## config.mk

```make
export PLATFORM = sky130hd
export DESIGN_NAME = mem_arbiter
export DESIGN_NICKNAME = d
export VERILOG_FILES = /design/src/rtl/cpu_types_pkg.sv /design/src/rtl/mem_arbiter_pick.sv /design/src/rtl/mem_arbiter.sv
export SDC_FILE = /design/constraint.sdc
export NUM_CORES = 1
export LEC_CHECK = 0
export BUFFER_PORTS_ARGS = -buffer_cell sky130_fd_sc_hd__buf_2
export CORE_AREA = 8 8 161 163
export DETAILED_ROUTE_END_ITERATION = 12
export DIE_AREA = 0 0 169 171
export GPL_ROUTABILITY_DRIVEN = 0
export GPL_TIMING_DRIVEN = 0
export PLACE_DENSITY = 0.45
export SETUP_SLACK_MARGIN = 0.5
export SLEW_MARGIN = 20
export SYNTH_ARGS = -nofsm -noshare
export SYNTH_HDL_FRONTEND = slang
export SYNTH_SLANG_ARGS = --single-unit
```

## constraint.sdc

```tcl
create_clock -name CLK -period 2.4 [get_ports CLK]
set_input_delay 0.24 -clock CLK [delete_from_list [all_inputs] [get_ports CLK]]
set_output_delay 0.24 -clock CLK [all_outputs]
set_load 0.005 [all_outputs]
```

## src/rtl/cpu_types_pkg.sv

```systemverilog
// Shared CPU/memory types: word and RAM state types plus the memory arbiter's
// FSM state and default requester index type.
package cpu_types_pkg;

    typedef logic [31:0] word_t;

    typedef enum logic [1:0] {
        FREE   = 2'd0,
        BUSY   = 2'd1,
        ACCESS = 2'd2,
        ERROR  = 2'd3
    } ramstate_t;

    typedef enum logic {
        IDLE  = 1'b0,
        GRANT = 1'b1
    } memarb_state_t;

    localparam int MEMARB_CPUS  = 2;
    localparam int MEMARB_IDX_W = $clog2(2 * MEMARB_CPUS);
    typedef logic [MEMARB_IDX_W-1:0] memarb_idx_t;

endpackage

```

## src/rtl/mem_arbiter_pick.sv

```systemverilog
// Combinational requester selector: scans cores starting at ptr, dcache
// (even index) ahead of icache (odd index) within each core.
module mem_arbiter_pick
    import cpu_types_pkg::*;
#(
    parameter int CPUS  = MEMARB_CPUS,
    parameter int IDX_W = $clog2(2 * CPUS),
    parameter int CW    = (CPUS > 1) ? $clog2(CPUS) : 1
) (
    input  logic [2*CPUS-1:0] req,
    input  logic [CW-1:0]     ptr,
    output logic              vld,
    output logic [IDX_W-1:0]  idx
);

    int c;

    always_comb begin
        vld = 1'b0;
        idx = '0;
        c   = 0;
        for (int k = 0; k < CPUS; k++) begin
            c = (int'(ptr) + k) % CPUS;
            for (int j = 0; j < CPUS; j++) begin
                if (!vld && j == c) begin
                    if (req[2*j]) begin
                        vld = 1'b1;
                        idx = IDX_W'(2 * j);
                    end else if (req[2*j+1]) begin
                        vld = 1'b1;
                        idx = IDX_W'(2 * j + 1);
                    end
                end
            end
        end
    end

endmodule

```

## src/rtl/mem_arbiter.sv

```systemverilog
// Serialises per-core icache/dcache requests onto one RAM port.
// Define MEM_ARBITER_RR_EN for round-robin across cores; default is fixed priority.
module mem_arbiter
    import cpu_types_pkg::*;
#(
    parameter int CPUS = MEMARB_CPUS
) (
    input  logic                 CLK,
    input  logic                 nRST,
    input  logic [CPUS-1:0]      iREN,
    input  logic [CPUS-1:0][31:0] iaddr,
    input  logic [CPUS-1:0]      dREN,
    input  logic [CPUS-1:0]      dWEN,
    input  logic [CPUS-1:0][31:0] daddr,
    input  logic [CPUS-1:0][31:0] dstore,
    output logic [CPUS-1:0]      iwait,
    output logic [CPUS-1:0]      dwait,
    output logic [CPUS-1:0][31:0] iload,
    output logic [CPUS-1:0][31:0] dload,
    output logic                 ramREN,
    output logic                 ramWEN,
    output logic [31:0]          ramaddr,
    output logic [31:0]          ramstore,
    input  logic [31:0]          ramload,
    input  logic [1:0]           ramstate
);

    localparam int NREQ  = 2 * CPUS;
    localparam int IDX_W = $clog2(NREQ);
    localparam int CW    = (CPUS > 1) ? $clog2(CPUS) : 1;

    memarb_state_t    state, state_nxt;
    logic [IDX_W-1:0] grant, grant_nxt;
    logic [NREQ-1:0]  req;
    logic [CW-1:0]    ptr;
    logic             pick_vld;
    logic [IDX_W-1:0] pick_idx;
    logic             live, ack;

    always_comb begin
        req = '0;
        for (int c = 0; c < CPUS; c++) begin
            req[2*c]   = dREN[c] | dWEN[c];
            req[2*c+1] = iREN[c];
        end
    end

    mem_arbiter_pick #(.CPUS(CPUS), .IDX_W(IDX_W), .CW(CW)) u_pick (
        .req (req),
        .ptr (ptr),
        .vld (pick_vld),
        .idx (pick_idx)
    );

    always_ff @(posedge CLK) begin
        if (!nRST) begin
            state <= IDLE;
            grant <= '0;
        end else begin
            state <= state_nxt;
            grant <= grant_nxt;
        end
    end

`ifdef MEM_ARBITER_RR_EN
    logic [CW-1:0] ptr_nxt;
    logic [CW-1:0] ack_core;

    assign ack_core = CW'(grant >> 1);
    assign ptr_nxt  = !ack ? ptr :
                      (ack_core == CW'(CPUS - 1)) ? '0 : ack_core + CW'(1);

    always_ff @(posedge CLK) begin
        if (!nRST) ptr <= '0;
        else       ptr <= ptr_nxt;
    end
`else
    assign ptr = '0;
`endif

    always_comb begin
        state_nxt = state;
        grant_nxt = grant;
        ramREN    = 1'b0;
        ramWEN    = 1'b0;
        ramaddr   = '0;
        ramstore  = '0;
        iwait     = '1;
        dwait     = '1;
        iload     = '0;
        dload     = '0;
        live      = 1'b0;
        ack       = 1'b0;
        case (state)
            IDLE: begin
                if (pick_vld) begin
                    state_nxt = GRANT;
                    grant_nxt = pick_idx;
                end
            end
            GRANT: begin
                // RAM side follows the granted requester's live inputs, so an abort drops enables at once
                for (int c = 0; c < CPUS; c++) begin
                    if (grant == IDX_W'(2 * c)) begin
                        live = dREN[c] | dWEN[c];
                        if (live) begin
                            ramWEN   = dWEN[c];
                            ramREN   = ~dWEN[c];
                            ramaddr  = daddr[c];
                            ramstore = dstore[c];
                        end
                        if (live && ramstate == ACCESS) begin
                            ack      = 1'b1;
                            dwait[c] = 1'b0;
                            dload[c] = ramload;
                        end
                    end else if (grant == IDX_W'(2 * c + 1)) begin
                        live = iREN[c];
                        if (live) begin
                            ramREN  = 1'b1;
                            ramaddr = iaddr[c];
                        end
                        if (live && ramstate == ACCESS) begin
                            ack      = 1'b1;
                            iwait[c] = 1'b0;
                            iload[c] = ramload;
                        end
                    end
                end
                if (!live || ack) begin
                    state_nxt = IDLE;
                    grant_nxt = '0;
                end
            end
            default: state_nxt = IDLE;
        endcase
    end

endmodule

```

==> tab_implementation.tex <==
\begin{tabular}{lr}
\hline
Metric & Value \\
\hline
\multicolumn{2}{l}{\textbf{Run status}} \\
Outcome & completed \\
\multicolumn{2}{l}{\textbf{Synth}} \\
Post-synthesis instance total & 388 \\
Share of synthesized area occupied by flip-flops and latches & 0.02305 \\
Number of library cell types mapped by synthesis & 37 \\
Avg Synthesized Cell Area & $\sim$6.7 sq um \\
Number of nets in the synthesized netlist & a little over 600 \\
Dominant register cell in the synthesized netlist & sky130\_fd\_sc\_hd\_\_dfxtp\_1 \\
FF+latch count, synth & 3 \\
Share of synthesized registers carrying an async set or reset & 0 \\
Number of synthesized flops with an enable pin & 0 \\
Total of warnings raised by yosys & 0 \\
Post-synthesis instance area & approximately 2600 sq um \\
\multicolumn{2}{l}{\textbf{Power and ir drop}} \\
Pleak & around 4 nW \\
Peak supply drop & 0.1688 mV \\
P per Cell Area & roughly 210 nW/um\^{}2 \\
\multicolumn{2}{l}{\textbf{STA}} \\
Max-Slew Margin vs Limit & 0.6060 \\
Actual transition at the worst max-transition pin & $\sim$0.59 ns \\
Share of the clock period used by the worst path after layout & 0.8374 \\
Final Hold Viols & 0 \\
Final setup violation count & 0 \\
Achievable clock frequency & between 400 and 500 MHz \\
Shortest clock period the worst path allows after layout & 2.010 ns \\
Crit path setup slack, layout & 0.3903 ns \\
Total negative setup slack & 0 ns \\
RSZ-0062 raised after global routing & true \\
Max-slew violations & 0 \\
Hold Slack & 0.3377 ns \\
Final clock skew & about 0.0017 ns \\
\multicolumn{2}{l}{\textbf{Global routing}} \\
GR Overflow Total & 0 \\
First-pass GRT wire length & around 32 mm \\
Pin count of the biggest net entering global routing & 11 \\
Total GRT Usage & 0.1414 \\
Via count of the first global-routing pass & 5448 \\
Number of antenna violations at the first check in global routing & 0 \\
\multicolumn{2}{l}{\textbf{Finish}} \\
Final core utilization & 0.3041 \\
Fill cell count & 2478 \\
Post-layout nets & 1116 \\
Final instance count without filler cells & 1200 \\
N\_diodes & 0 \\
Area overhead of the layout relative to synthesis & 171.6\% \\
Fraction of final layout cells sized beyond drive strength 1 & 0.7344 \\
\multicolumn{2}{l}{\textbf{Die}} \\
Initial standard-cell utilization of the core & 0.1120 \\
Core area & around 23000 sq um \\
Y dimension of the die & approximately 170 microns \\
Total die area & $\sim$29000 sq um \\
Top-level port count & around 430 \\
Placement Rows & 56 \\
Die span in x & approximately 170 microns \\
\multicolumn{2}{l}{\textbf{Setup path}} \\
Type of element launching the critical path & flop \\
Critical path cell sequence & buf\_6 > buf\_12 > a211oi\_4 > buf\_12 > clkbuf\_16 > nand2\_1 > a21oi\_1 > buf\_2 \\
Worst setup path class & flop to output port \\
Crit-path max cell delay & $\sim$0.34 ns \\
Required time of the critical path & 2.16 ns \\
Dominant cell type by count on the critical path & sky130\_fd\_sc\_hd\_\_buf\_12 \\
Worst r2r path cells & 8 \\
Worst path depth & 8 \\
Critical path arrival & around 1.8 ns \\
Highest net fanout along the worst path & 9 \\
Cell with the largest stage delay on the worst path & sky130\_fd\_sc\_hd\_\_dfxtp\_4 \\
Worst setup EP type & output port \\
Crit path max-delay family & buffers and inverters \\
Buffers and inverters on the worst path & 5 \\
\multicolumn{2}{l}{\textbf{Clocking}} \\
CTS tree & yes \\
Number of levels the H-tree was split into & 1 \\
Clock slew seen by the registers of the worst setup and hold paths & approximately 0.03 ns \\
Number of buffers inserted during clock tree synthesis & 3 \\
Cts-stage hold buffer count & 0 \\
Latest clock arrival within the worst-skew pair & $\sim$0.22 ns \\
Clock tree sinks & 3 \\
Number of buffers on the longest clock path & 2 \\
Cell at the root of the clock tree & sky130\_fd\_sc\_hd\_\_clkbuf\_16 \\
\multicolumn{2}{l}{\textbf{Worst hold path}} \\
Class of the tightest hold or removal check & input pin to flop \\
Worst hold path stage count & 3 \\
\multicolumn{2}{l}{\textbf{Placed design}} \\
Pre-CTS setup slack & -0.5411 ns \\
\# placed instances & 1138 \\
Detail Placement HPWL & 18.40 mm \\
Number of input and output port buffers inserted & roughly 430 \\
\multicolumn{2}{l}{\textbf{Drt}} \\
Avg WL per Cell & 20.32 microns \\
Initial DRC count & around 240 \\
Total number of vias & $\sim$5200 \\
Detailed-router iteration count before antenna repair & 4 \\
Post-route antenna net violation count & 0 \\
Remaining design rule violation count & 0 \\
Total wire length & roughly 24 mm \\
Average vias per placed instance & between 4 and 5 \\
\multicolumn{2}{l}{\textbf{Run}} \\
Max-cap violations & 0 \\
\hline
\end{tabular}
[per-layer routing]
metal / up-vias / GRT usage / share of wire
met3: 33 / 0.04125 / 0.089
met4: 0 / 0.03309 / 0.022
met1: 2411 / 0.1583 / 0.38
met5: - / 0 / 0
li1: 2440 / - / -
met2: 314 / 0.2599 / 0.51
[cell type report]
type / count / area [sq um] / area share
Timing Repair Buffer: 489 / 3318 / 0.4690
Multi-Input combinational cell: 331 / 2616 / 0.3698
Buffer: 48 / 573.1 / 0.08100
Tap cell: 319 / 399.1 / 0.05642
Clock buffer: 4 / 78.83 / 0.01114
Sequential cell: 3 / 66.31 / 0.009374
Inverter: 6 / 22.52 / 0.003184
[Yosys cell counts (2+ instances only)]
library cell | instances | share of area
sky130_fd_sc_hd__clkbuf_2 | 3 | 0.0058
sky130_fd_sc_hd__o21ai_0 | 2 | 0.0038
sky130_fd_sc_hd__and2_1 | 64 | 0.15
sky130_fd_sc_hd__and3_1 | 65 | 0.16
sky130_fd_sc_hd__buf_4 | 6 | 0.017
sky130_fd_sc_hd__buf_2 | 10 | 0.019
sky130_fd_sc_hd__inv_1 | 5 | 0.0072
sky130_fd_sc_hd__or2_2 | 2 | 0.0048
sky130_fd_sc_hd__nand2_1 | 38 | 0.055
sky130_fd_sc_hd__nor2_1 | 6 | 0.0086
sky130_fd_sc_hd__clkbuf_1 | 27 | 0.039
sky130_fd_sc_hd__o221ai_1 | 32 | 0.11
sky130_fd_sc_hd__mux2_2 | 33 | 0.14
sky130_fd_sc_hd__nor3_1 | 2 | 0.0038
sky130_fd_sc_hd__a22o_1 | 32 | 0.11
sky130_fd_sc_hd__a21oi_1 | 35 | 0.067
sky130_fd_sc_hd__nor2b_1 | 2 | 0.0048
sky130_fd_sc_hd__dfxtp_1 | 3 | 0.023
sky130_fd_sc_hd__o31ai_1 | 2 | 0.0058
sky130_fd_sc_hd__nand3_1 | 2 | 0.0038
[power by group]
group,leakage [nW],internal (mW),switching [mW]
clock network,0.0382,0.219,0.0466
registers,0.0260,0.0543,0.00345
logic,3.99,0.642,0.523
total,4.05,0.916,0.573
[path summary, 6_finish.rpt]
path,from,to,slack [ns]
setup reg to reg,grant[1],grant[0],0.66
hold / removal,nRST,state,0.34
setup / recovery,grant[0],ramaddr[23],0.39
hold reg to reg,state,state,0.72
[cells by family (layout without fill, tap and decap cells)]
kind of cell    count (synthesis)  after routing  synth area share
flops                           3              3           0.02306
buf+inv                        54            547           0.09558
simple gates                  187            187            0.4155
compound gates                110            110            0.3194
mux                            34             34            0.1465
[cells in the final DEF (no fill, tap or decap), drive strengths merged, types with 2 or more instances in the layout]
cell / Yosys / layout
buf: 18 / 499
and3: 65 / 65
and2: 64 / 64
clkbuf: 30 / 42
nand2: 38 / 38
a21oi: 35 / 35
mux2: 33 / 33
o221ai: 32 / 32
a22o: 32 / 32
nor2: 7 / 7
inv: 6 / 6
nand3: 3 / 3
dfxtp: 3 / 3
or2: 2 / 2
nor2b: 2 / 2
o21ai: 2 / 2
o31ai: 2 / 2
nor3: 2 / 2
nor4: 2 / 2
[worst reg2reg max path, stage by stage (launching register included)]
cell and delay (ns):
sky130_fd_sc_hd__dfxtp_2 0.33, sky130_fd_sc_hd__buf_6 0.14, sky130_fd_sc_hd__nor2_4 0.06, sky130_fd_sc_hd__buf_12 0.15
sky130_fd_sc_hd__buf_16 0.15, sky130_fd_sc_hd__buf_4 0.13, sky130_fd_sc_hd__a311oi_1 0.26, sky130_fd_sc_hd__nand3_1 0.17
sky130_fd_sc_hd__o31ai_1 0.25
[through the flow]
step / area, sq um / power, mW
2_1_floorplan: 2605 / 0.4454
3_3_place_gp: 5161 / 0.9136
3_5_place_dp: 5161 / 0.9071
4_1_cts: 6057 / 1.327
5_1_grt: 7074 / 1.587
6_report: 7074 / 1.489
[registers in the layout, indices dropped and copies added (netlist names)]
name	cells
state	1
grant	2
[what timing repair did]
| item | 4_1_cts | 5_1_grt |
|---|---|---|
| gates resized for setup | 127 | 149 |
| pin swaps | 19 | 49 |
| endpoints found under the setup margin | 198 | 156 |
| cloned | 7 | 17 |
| setup buffers | 26 | 8 |
Note: power is estimated with default switching activity, not from simulation.
